## config.mk

```make
export PLATFORM = sky130hd
export DESIGN_NAME = mdio_cmd_sequencer
export DESIGN_NICKNAME = d
export VERILOG_FILES = /design/src/rtl/mdio_pkg.sv /design/src/rtl/mdio_cmd_fifo.sv /design/src/rtl/mdio_cmd_sequencer.sv
export SDC_FILE = /design/constraint.sdc
export NUM_CORES = 1
export LEC_CHECK = 0
export ABC_AREA = 0
export CELL_PAD_IN_SITES_DETAIL_PLACEMENT = 0
export CELL_PAD_IN_SITES_GLOBAL_PLACEMENT = 1
export CORE_UTILIZATION = 45
export DETAILED_ROUTE_END_ITERATION = 7
export PLACE_DENSITY = 0.79
export SETUP_SLACK_MARGIN = 0.05
export SYNTH_ARGS = -nofsm -noshare
export SYNTH_HDL_FRONTEND = slang
export SYNTH_SLANG_ARGS = --single-unit
```

## constraint.sdc

```tcl
create_clock -name clk -period 4.05 [get_ports clk]
set_input_delay 1.0125 -clock clk [delete_from_list [all_inputs] [get_ports clk]]
set_output_delay 1.0125 -clock clk [all_outputs]
set_load 0.1 [all_outputs]
```

## src/rtl/mdio_pkg.sv

```systemverilog
// ---------------------------------------------------------------------------
// mdio_pkg
// Shared definitions for the MDIO command path: FSM state encoding for the
// sequencer, opcode constants used by both the sequencer and the MDIO
// controller, the error pattern returned on a failed transaction, and the
// layout of one queued Clause-22 command.
// ---------------------------------------------------------------------------
package mdio_pkg;

    localparam int PHY_W  = 5;
    localparam int REG_W  = 5;
    localparam int DATA_W = 16;
    localparam int CMD_W  = 1 + PHY_W + REG_W + DATA_W;

    // Sequencer FSM encoding, kept as plain constants so the controller side
    // can share them without enum type coupling.
    localparam logic [1:0] ST_IDLE  = 2'd0;
    localparam logic [1:0] ST_ISSUE = 2'd1;
    localparam logic [1:0] ST_WAIT  = 2'd2;
    localparam logic [1:0] ST_RESP  = 2'd3;

    // Clause-22 opcodes as the controller puts them on the wire.
    localparam logic [1:0] OP_WRITE = 2'b01;
    localparam logic [1:0] OP_READ  = 2'b10;

    // Data pattern reported when a transaction times out.
    localparam logic [DATA_W-1:0] ERR_DATA = 16'hFFFF;

    // One FIFO entry: {write, phy, reg, wdata}, write in the MSB.
    typedef struct packed {
        logic              write;
        logic [PHY_W-1:0]  phy;
        logic [REG_W-1:0]  regad;
        logic [DATA_W-1:0] wdata;
    } mdio_cmd_t;

    function automatic mdio_cmd_t pack_cmd(
        input logic              write,
        input logic [PHY_W-1:0]  phy,
        input logic [REG_W-1:0]  regad,
        input logic [DATA_W-1:0] wdata
    );
        mdio_cmd_t c;
        c.write = write;
        c.phy   = phy;
        c.regad = regad;
        c.wdata = wdata;
        return c;
    endfunction

endpackage

```

## src/rtl/mdio_cmd_fifo.sv

```systemverilog
// ---------------------------------------------------------------------------
// mdio_cmd_fifo
// Synchronous single-clock FIFO holding queued MDIO commands.
// Ports:
//   clk, reset        rising-edge clock, synchronous active-high reset
//   push_i, wdata_i   write request and entry; ignored while full
//   pop_i             remove head entry; ignored while empty
//   rdata_o           current head entry (valid while not empty)
//   full_o, empty_o   occupancy flags, derived from the registered count
//   count_o           number of stored entries, 0..DEPTH
// ---------------------------------------------------------------------------
module mdio_cmd_fifo #(
    parameter int DEPTH = 4,
    parameter int WIDTH = 27
) (
    input  logic                     clk,
    input  logic                     reset,
    input  logic                     push_i,
    input  logic                     pop_i,
    input  logic [WIDTH-1:0]         wdata_i,
    output logic [WIDTH-1:0]         rdata_o,
    output logic                     full_o,
    output logic                     empty_o,
    output logic [$clog2(DEPTH):0]   count_o
);

    localparam int AW = $clog2(DEPTH);

    logic [WIDTH-1:0] mem_q [DEPTH];
    logic [AW-1:0]    wr_ptr_q;
    logic [AW-1:0]    rd_ptr_q;
    logic [AW:0]      count_q;
    logic             push_ok;
    logic             pop_ok;

    // Flags come from the registered count only, so a pop never frees a slot
    // combinationally in the same cycle.
    assign full_o  = (count_q == (AW+1)'(DEPTH));
    assign empty_o = (count_q == '0);
    assign count_o = count_q;
    assign rdata_o = mem_q[rd_ptr_q];

    assign push_ok = push_i && !full_o;
    assign pop_ok  = pop_i && !empty_o;

    // Storage array carries no reset; only pointers define validity.
    always_ff @(posedge clk) begin
        if (push_ok) begin
            mem_q[wr_ptr_q] <= wdata_i;
        end
    end

    // Pointers wrap naturally because DEPTH is a power of two.
    always_ff @(posedge clk) begin
        if (reset) begin
            wr_ptr_q <= '0;
            rd_ptr_q <= '0;
            count_q  <= '0;
        end else begin
            if (push_ok) begin
                wr_ptr_q <= wr_ptr_q + 1'b1;
            end
            if (pop_ok) begin
                rd_ptr_q <= rd_ptr_q + 1'b1;
            end
            case ({push_ok, pop_ok})
                2'b10:   count_q <= count_q + 1'b1;
                2'b01:   count_q <= count_q - 1'b1;
                default: count_q <= count_q;
            endcase
        end
    end

endmodule

```

## src/rtl/mdio_cmd_sequencer.sv

```systemverilog
// ---------------------------------------------------------------------------
// mdio_cmd_sequencer
// Queues Clause-22 management requests from the host, hands them one at a
// time to the MDIO controller, supervises each with a timeout and returns
// exactly one response per command, in command order.
// Ports:
//   clk, reset                      clock, synchronous active-high reset
//   cmd_valid/cmd_ready             host command handshake
//   cmd_write, cmd_phy, cmd_reg,
//   cmd_wdata                       command fields
//   rsp_valid/rsp_ready             host response handshake
//   rsp_write, rsp_data, rsp_error  response fields
//   ctl_start                       one-cycle request pulse to controller
//   ctl_write, ctl_phy, ctl_reg,
//   ctl_wdata                       request fields, held for the whole txn
//   ctl_done, ctl_rdata             controller completion and read data
//   busy                            queue non-empty or transaction active
// ---------------------------------------------------------------------------
module mdio_cmd_sequencer
    import mdio_pkg::*;
#(
    parameter int DEPTH   = 4,
    parameter int TIMEOUT = 255
) (
    input  logic              clk,
    input  logic              reset,
    input  logic              cmd_valid,
    output logic              cmd_ready,
    input  logic              cmd_write,
    input  logic [PHY_W-1:0]  cmd_phy,
    input  logic [REG_W-1:0]  cmd_reg,
    input  logic [DATA_W-1:0] cmd_wdata,
    output logic              rsp_valid,
    input  logic              rsp_ready,
    output logic              rsp_write,
    output logic [DATA_W-1:0] rsp_data,
    output logic              rsp_error,
    output logic              ctl_start,
    output logic              ctl_write,
    output logic [PHY_W-1:0]  ctl_phy,
    output logic [REG_W-1:0]  ctl_reg,
    output logic [DATA_W-1:0] ctl_wdata,
    input  logic              ctl_done,
    input  logic [DATA_W-1:0] ctl_rdata,
    output logic              busy
);

    localparam int                CNT_W     = $clog2(TIMEOUT + 1);
    localparam logic [CNT_W-1:0]  TIMEOUT_C = CNT_W'(TIMEOUT);

    logic [1:0]              state_q, state_d;
    logic [CNT_W-1:0]        cnt_q, cnt_d;

    logic                    ctl_start_q, ctl_start_d;
    logic                    ctl_write_q, ctl_write_d;
    logic [PHY_W-1:0]        ctl_phy_q, ctl_phy_d;
    logic [REG_W-1:0]        ctl_reg_q, ctl_reg_d;
    logic [DATA_W-1:0]       ctl_wdata_q, ctl_wdata_d;

    logic                    rsp_write_q, rsp_write_d;
    logic [DATA_W-1:0]       rsp_data_q, rsp_data_d;
    logic                    rsp_error_q, rsp_error_d;

    logic                    fifo_push;
    logic                    fifo_pop;
    logic                    fifo_full;
    logic                    fifo_empty;
    logic [$clog2(DEPTH):0]  fifo_count;
    logic [CMD_W-1:0]        fifo_rdata;
    mdio_cmd_t               head;

    // cmd_ready is held low during reset so nothing is accepted into a
    // queue that is being cleared.
    assign cmd_ready = !fifo_full && !reset;
    assign fifo_push = cmd_valid && cmd_ready;
    assign head      = mdio_cmd_t'(fifo_rdata);

    mdio_cmd_fifo #(
        .DEPTH (DEPTH),
        .WIDTH (CMD_W)
    ) u_fifo (
        .clk     (clk),
        .reset   (reset),
        .push_i  (fifo_push),
        .pop_i   (fifo_pop),
        .wdata_i (pack_cmd(cmd_write, cmd_phy, cmd_reg, cmd_wdata)),
        .rdata_o (fifo_rdata),
        .full_o  (fifo_full),
        .empty_o (fifo_empty),
        .count_o (fifo_count)
    );

    // Next-state logic. The counter advances through WAIT and saturates at
    // TIMEOUT. A completion arriving on the same edge that the counter
    // reaches TIMEOUT is still honoured as a success. ctl_done seen in any
    // other state is ignored.
    always_comb begin
        state_d     = state_q;
        cnt_d       = cnt_q;
        fifo_pop    = 1'b0;
        ctl_start_d = 1'b0;
        ctl_write_d = ctl_write_q;
        ctl_phy_d   = ctl_phy_q;
        ctl_reg_d   = ctl_reg_q;
        ctl_wdata_d = ctl_wdata_q;
        rsp_write_d = rsp_write_q;
        rsp_data_d  = rsp_data_q;
        rsp_error_d = rsp_error_q;

        case (state_q)
            ST_IDLE: begin
                if (!fifo_empty) begin
                    fifo_pop    = 1'b1;
                    ctl_write_d = head.write;
                    ctl_phy_d   = head.phy;
                    ctl_reg_d   = head.regad;
                    ctl_wdata_d = head.wdata;
                    ctl_start_d = 1'b1;
                    state_d     = ST_ISSUE;
                end
            end
            ST_ISSUE: begin
                cnt_d   = '0;
                state_d = ST_WAIT;
            end
            ST_WAIT: begin
                if (cnt_q != TIMEOUT_C) begin
                    cnt_d = cnt_q + 1'b1;
                end
                if (ctl_done) begin
                    rsp_write_d = ctl_write_q;
                    rsp_data_d  = ctl_write_q ? {DATA_W{1'b0}} : ctl_rdata;
                    rsp_error_d = 1'b0;
                    state_d     = ST_RESP;
                end else if (cnt_d == TIMEOUT_C) begin
                    rsp_write_d = ctl_write_q;
                    rsp_data_d  = ERR_DATA;
                    rsp_error_d = 1'b1;
                    state_d     = ST_RESP;
                end
            end
            ST_RESP: begin
                if (rsp_ready) begin
                    state_d = ST_IDLE;
                end
            end
            default: begin
                state_d = ST_IDLE;
            end
        endcase
    end

    // State registers; reset discards any in-flight transaction.
    always_ff @(posedge clk) begin
        if (reset) begin
            state_q     <= ST_IDLE;
            cnt_q       <= '0;
            ctl_start_q <= 1'b0;
            ctl_write_q <= 1'b0;
            ctl_phy_q   <= '0;
            ctl_reg_q   <= '0;
            ctl_wdata_q <= '0;
            rsp_write_q <= 1'b0;
            rsp_data_q  <= '0;
            rsp_error_q <= 1'b0;
        end else begin
            state_q     <= state_d;
            cnt_q       <= cnt_d;
            ctl_start_q <= ctl_start_d;
            ctl_write_q <= ctl_write_d;
            ctl_phy_q   <= ctl_phy_d;
            ctl_reg_q   <= ctl_reg_d;
            ctl_wdata_q <= ctl_wdata_d;
            rsp_write_q <= rsp_write_d;
            rsp_data_q  <= rsp_data_d;
            rsp_error_q <= rsp_error_d;
        end
    end

    assign ctl_start = ctl_start_q;
    assign ctl_write = ctl_write_q;
    assign ctl_phy   = ctl_phy_q;
    assign ctl_reg   = ctl_reg_q;
    assign ctl_wdata = ctl_wdata_q;

    assign rsp_valid = (state_q == ST_RESP);
    assign rsp_write = rsp_write_q;
    assign rsp_data  = rsp_data_q;
    assign rsp_error = rsp_error_q;

    assign busy = (fifo_count != '0) || (state_q != ST_IDLE);

endmodule

```

[Word-level counts from Yosys, hierarchy flattened]
Memory sizes are Yosys's and may differ from the RTL's. A register that Yosys moved wholly into a read port is not among the register bits.
Index checks and enable logic that the tools add are counted.
Cells by class
  muxes and demuxes: 20
  reductions and logical operators: 18
  bitwise logic cells: 1
  add/subtract/negate cells: 5
  equal/unequal tests: 11
Operators with widths (count)
  $mux 16: 3
  $mux 8: 2
  $pmux 8 s2: 1
  $add 8x1->8 const B: 1
  $eq 8x8->1 const B: 1
  $mux 1: 8
  $mux 2: 4
  $ne 8x8->1 const B: 1
  $pmux 2 s4: 1
  $reduce_bool 2->1: 4
  $eq 2x2->1 const B: 3
  $pmux 3 s2: 1
  $add 2x1->2 const B: 2
  $eq 2x1->1 const B: 2
  $logic_and 1x1->1: 4
  $reduce_and 2->1: 2
  $add 3x1->3 const B: 1
  $eq 3x3->1 const B: 1
  $logic_not 1->1: 3
  $logic_not 3->1: 1
  $ne 3x3->1 const B: 1
  $reduce_and 3->1: 1
  $reduce_bool 3->1: 1
  $sub 3x1->3 const B: 1
  other kinds (5): 5
Storage, ports and cells
  logic and storage cells: 65
  memory bits (writable): 108
  flip-flop bits (word level): 36
  output and inout port bits: 49
  memories: 1
Memory list
  u_fifo.mem_q: depth 4, bits a word 27, rd ports 1, clocked after Yosys merged registers in 1, write ports 1, line mdio_cmd_fifo.sv:29  | logic [WIDTH-1:0] mem_q [DEPTH];

[Logic depth before layout (Yosys ltp)]
  word-level depth: 7
  mapped depth: 11
  gate-level depth less buffers: 10

[Hierarchy]
A second synthesis with hierarchy kept.
Second synthesis, totals
  cells, all modules: 495
  area, all modules: 6906.6 sq um
Modules (own cells, without submodules)
  mdio_cmd_fifo: cells an instance 195, instances 1, seq. area each 3423.3 sq um, area each 4429.2 sq um
  mdio_cmd_sequencer: cells an instance 300, instances 1, seq. area each 1121.1 sq um, area each 2477.4 sq um

[Worst setup path before layout]
OpenSTA, ideal clock, no wires.
  path type: input port to flip-flop
  start point: in reset
  end point: reg u_fifo.count_q[2], in the netlist u_fifo.count_o[2]
  library setup time: 0.070 ns
  path slack: -0.005 ns
  stages on the path: 9
  data required time: 3.980 ns
  data arrival time: 3.985 ns
  path buffers: 0
  cell sequence: a31oi_1 and2_1 inv_1 ha_1 inv_1 fa_1 xor2_1 or3_1 a21oi_1
On the way
  longest elaborated chain between the ends: 6
  elaborated cells on any way between the ends: 8
  those cells by class: eq/ne: 2; mux: 1; reduce/logical: 5
RTL lines
  from (decl): line mdio_cmd_sequencer.sv:26  | input logic reset,
  $logic_not 1->1: line mdio_cmd_sequencer.sv:74  | assign cmd_ready = !fifo_full && !reset;
  $logic_and 1x1->1: line mdio_cmd_sequencer.sv:74
  $logic_and 1x1->1: line mdio_cmd_sequencer.sv:75  | assign fifo_push = cmd_valid && cmd_ready;
  $logic_and 1x1->1: line mdio_cmd_fifo.sv:43  | assign push_ok = push_i && !full_o;
  $eq 2x1->1 / $eq 2x2->1 (equally long branches): line mdio_cmd_fifo.sv:66  | case ({push_ok, pop_ok})
  $pmux 3 s2 / $reduce_bool 2->1 (equally long branches)
  to (signal assigned): line mdio_cmd_fifo.sv:67  | 2'b10: count_q <= count_q + 1'b1;
  to (signal assigned): line mdio_cmd_fifo.sv:68  | 2'b01: count_q <= count_q - 1'b1;
  to (signal assigned): line mdio_cmd_fifo.sv:69  | default: count_q <= count_q;
  to (decl): line mdio_cmd_fifo.sv:32  | logic [AW:0] count_q;
Several ways; a longest one is shown, not always the timed one.
A chain may end at the register's enable or synchronous reset.

[Worst setup path in the final report]
  start point: reg state_q[0]
  end point: out busy
On the way
  longest elaborated chain between the ends: 2
RTL lines
  from (decl): line mdio_cmd_sequencer.sv:51  | logic [1:0] state_q, state_d;
  from (signal assigned): line mdio_cmd_sequencer.sv:167  | state_q <= state_d;
  $reduce_bool 2->1: line mdio_cmd_sequencer.sv:191  | assign busy = (fifo_count != '0) || (state_q != ST_IDLE);
  $logic_or 1x1->1: line mdio_cmd_sequencer.sv:191
  to (decl): line mdio_cmd_sequencer.sv:45  | output logic busy
No other way between the ends.

==> flow_summary_export.csv <==
group,metric,value,unit
routing,drtIter0Drc,224,
sta,fin_tns_setup,0,ns
logic_synthesis,synth_area,6745,um^2
place,post-dp-hpwl,7722,um
clocking,cts_tree,"done",
routing,routedWlPerCell,16.81,um
logic_synthesis,synth_warnings,0,
clocking,numCtsBuffers,17,
setup_path,path_class,"flop to primary output",
sta,fmax,282.4,MHz
setup_path,reg2reg_slack,1.56,ns
worst_hold_path,min_path_cells,2,
cells_and_area,drive_above_1_share,13.97,%
cells_and_area,regArea,4506,um^2
power_and_ir_drop,switching_share,39.67,%
power_and_ir_drop,seqPwrFrac,37.3,%
clocking,htreeDepth,4,
routing,antenna_left,0,
place,port_buffers,96,
logic_synthesis,yosys.area.top_type_share,48.08,%
routing,dr.pass1.iters,4,
power_and_ir_drop,p_comb_share,37.1,%
cells_and_area,largest_reg_flops,108,
setup_path,slowest_delay,1.00,ns
setup_path,crit_chain,"inv_1, ha_1, or4b_1, clkdlybuf4s50_1",
status,status,"finished, final reports clean",
clocking,cts.sink_count,171,
sta,maxSlewHeadroom,30.19,%
logic_synthesis,synthesis.nets,528,
logic_synthesis,synth_seq_cells,171,
sta,hold_viol,0,
power_and_ir_drop,power.internal,3608,uW
setup_path,crit_start,"state_q[0]$_SDFFE_PP0P_",
power_and_ir_drop,clkPwrFrac,25.5,%
die,coreArea,14590,um^2
power_and_ir_drop,p_leak,0.002772,uW
setup_path,r2r_cells,11,
setup_path,worstSetupEndpointType,"primary output",
setup_path,r2r-end,"u_fifo.count_o[2]$_SDFFE_PP0P_",
clocking,cts_setup_buffers,0,
cells_and_area,final_nets,626,
cells_and_area,final_cells,764,
routing,viasPerCell,5.276,
sta,min_period,3.541,ns
die,pin_count,97,
power_and_ir_drop,power-per-cell-area,711.1,nW/um^2
setup_path,crit_arrival,2.53,ns
worst_hold_path,hold_end,"ctl_wdata[14]$_SDFFE_PP0P_",
sta,max_slew.worst_pin.slew,1.044,ns
clocking,cts-resized-gates,0,
routing,vias,4031,
clocking,clk_pin_slew,0.06,ns
place,gp_congestion,0.7357,
routing,wl,12840,um
setup_path,critical_path.slowest_cell,"clkdlybuf4s50_1",
routing,highest-signal-layer,"met4",
setup_path,path_max_fanout,4,
cells_and_area,largest-register,"u_fifo.mem_q",
power_and_ir_drop,vdd.ir_drop.worst,0.0004290,V
routing,drc,0,
setup_path,critPathRequiredTime,3.04,ns
global_routing,overflow,0,
cells_and_area,multi_input_area,1999,um^2
global_routing,grt_pass1_wl,21140,um
global_routing,grt_max_degree,66,
clocking,postCtsHoldBufs,0,
job,maxCapViolations,0,
cells_and_area,fillerInstances,1154,
power_and_ir_drop,p_sw,2373,uW
logic_synthesis,ys.flop_type,"edfxtp_1",
worst_hold_path,hp-class,"flop to flop",
logic_synthesis,synth_cells,469,
die,rows,44,
sta,fin_ws,0.5093,ns
logic_synthesis,avgSynthCellArea,14.38,um^2
global_routing,gr-usage-all-layers,17.77,%
logic_synthesis,synth.top_cells.by_area,"edfxtp_1 48%, dfxtp_1 19%, mux4_2 9.0%, nand2_1 3.6%, a21oi_1 2.5%",
routing,wl_met2,5923,um
clocking,cts_root_buffer,"clkbuf_16",
logic_synthesis,async_flop_share,0,%
clocking,clk_latency,0.42,ns
global_routing,grt_antenna_before_repair,0,
sta,setup_violations,0,
die,start_util,46.23,%
sta,finalCritPeriodShare,87.42,%
sta,maxSlewViolCount,0,
clocking,clockBufferDepth,2,
place,place_inst,732,
logic_synthesis,synth_top_area_cell,"edfxtp_1",
die,die_area,15480,um^2
sta,fin_hold_ws,0.4522,ns
routing,wl_met1,5907,um
sta,rsz0062_at_grt,"false",
worst_hold_path,min_from,"ctl_wdata[14]$_SDFFE_PP0P_",
setup_path,r2r_start,"state_q[0]$_SDFFE_PP0P_",
routing,route.met3.wl,813,um
place,pre_cts_ws,0.9453,ns
die,die_x,124.4,um
sta,clock_skew,0.005549,ns
die,die_height,124.4,um
cells_and_area,area_growth,24.69,%
logic_synthesis,ys_types,44,
setup_path,worstSetupStartpointType,"flop",
global_routing,grt_pass1_vias,4079,
logic_synthesis,ys_seq_area_share,66.78,%
logic_synthesis,synth-edff-count,108,
cells_and_area,diodes,0,
-- worst max-delay path, delay by kind of cell, from the launching register on --
family | cells | cell delay [ns]
buffers and inverters | 2 | 1.11
AND/OR/NAND/NOR | 1 | 0.47
flip-flops | 1 | 0.31
adder cells (fa/ha/maj) | 1 | 0.22
-- power by group through the flow --
stage                     Combinational [uW]  Clock (uW)  Sequential (uW)
final                                   2220        1530             2230
after global routing                    2340        1630             2270
after CTS                               2250        1560             2240
after detailed placement                2240           0             2280
after global placement                  2210           0             2260
after floorplan                          862           0             3090
-- cell usage after synthesis (3+ instances only) --
| cell | instances |
|---|---|
| nand2_1 | 64 |
| inv_1 | 28 |
| a221oi_1 | 9 |
| clkbuf_1 | 9 |
| a21oi_1 | 34 |
| mux4_2 | 27 |
| nand2b_1 | 20 |
| a31oi_1 | 5 |
| a211oi_1 | 7 |
| o21ai_0 | 6 |
| o31ai_1 | 3 |
| buf_2 | 7 |
| nor3_1 | 3 |
| buf_6 | 4 |
| and3_1 | 7 |
| nand3_1 | 3 |
| a221oi_2 | 9 |
| dfxtp_1 | 63 |
| xor2_1 | 4 |
| nor2_1 | 10 |
| ha_1 | 10 |
| mux2i_1 | 3 |
| edfxtp_1 | 108 |
-- layout by cell type (no fill, tap or decap), types with 6 or more instances in the layout --
cell type / netlist / routed
edfxtp_1: 108 / 108
nand2b_1: 20 / 20
nor2_1: 10 / 10
clkdlybuf4s50_1: 0 / 94
inv_1: 28 / 28
buf_4: 1 / 10
nand2_1: 64 / 64
dfxtp_1: 63 / 62
a21oi_1: 34 / 34
clkbuf_1: 9 / 8
clkbuf_16: 0 / 17
and3_1: 7 / 7
mux4_2: 27 / 27
a221oi_2: 9 / 9
ha_1: 10 / 10
a211oi_1: 7 / 7
o21ai_0: 6 / 6
a221oi_1: 9 / 9
-- stage by stage --
step                utilization, %  area, um^2  power (uW)
finish                       57.65        8411        5981
global route                 57.65        8411        6240
CTS                          57.65        8411        6052
detailed placement           53.89        7861        4513
global placement             53.89        7861        4478
floorplan                        -        6751        3951
-- layer usage --
layer  vias to the layer above  global-route usage (%)
met1                      1951                   23.69
met2                       127                   27.59
met5                         -                       0
met4                         0                   6.733
li1                       1935                       -
met3                        18                   5.069
-- worst max-delay path by stage --
stage	to	slack, ns	cells past startpoint
global route	busy	0.42	4
detailed placement	busy	0.95	4
finish	busy	0.51	4
CTS	busy	0.48	4
global placement	busy	0.96	4
floorplan	u_fifo.count_o[2]$_SDFFE_PP0P_	0.67	9
-- cell type report --
class,instances,share of cell area (%)
clock inverter,7,1.116
inverter,28,1.250
sequential,171,53.57
timing repair buffer,105,12.14
multi-input combinational,244,23.77
tap,184,2.737
clock buffer,25,5.415
-- cells by family after synthesis --
kind of cell / share of synthesized area [%]
flops: 66.78
simple gates: 8.403
compound gates: 8.551
buf+inv: 3.877
mux: 9.460
fa+ha+maj: 2.152
xor+xnor: 0.7791
Note: power is estimated with default switching activity, not from simulation.
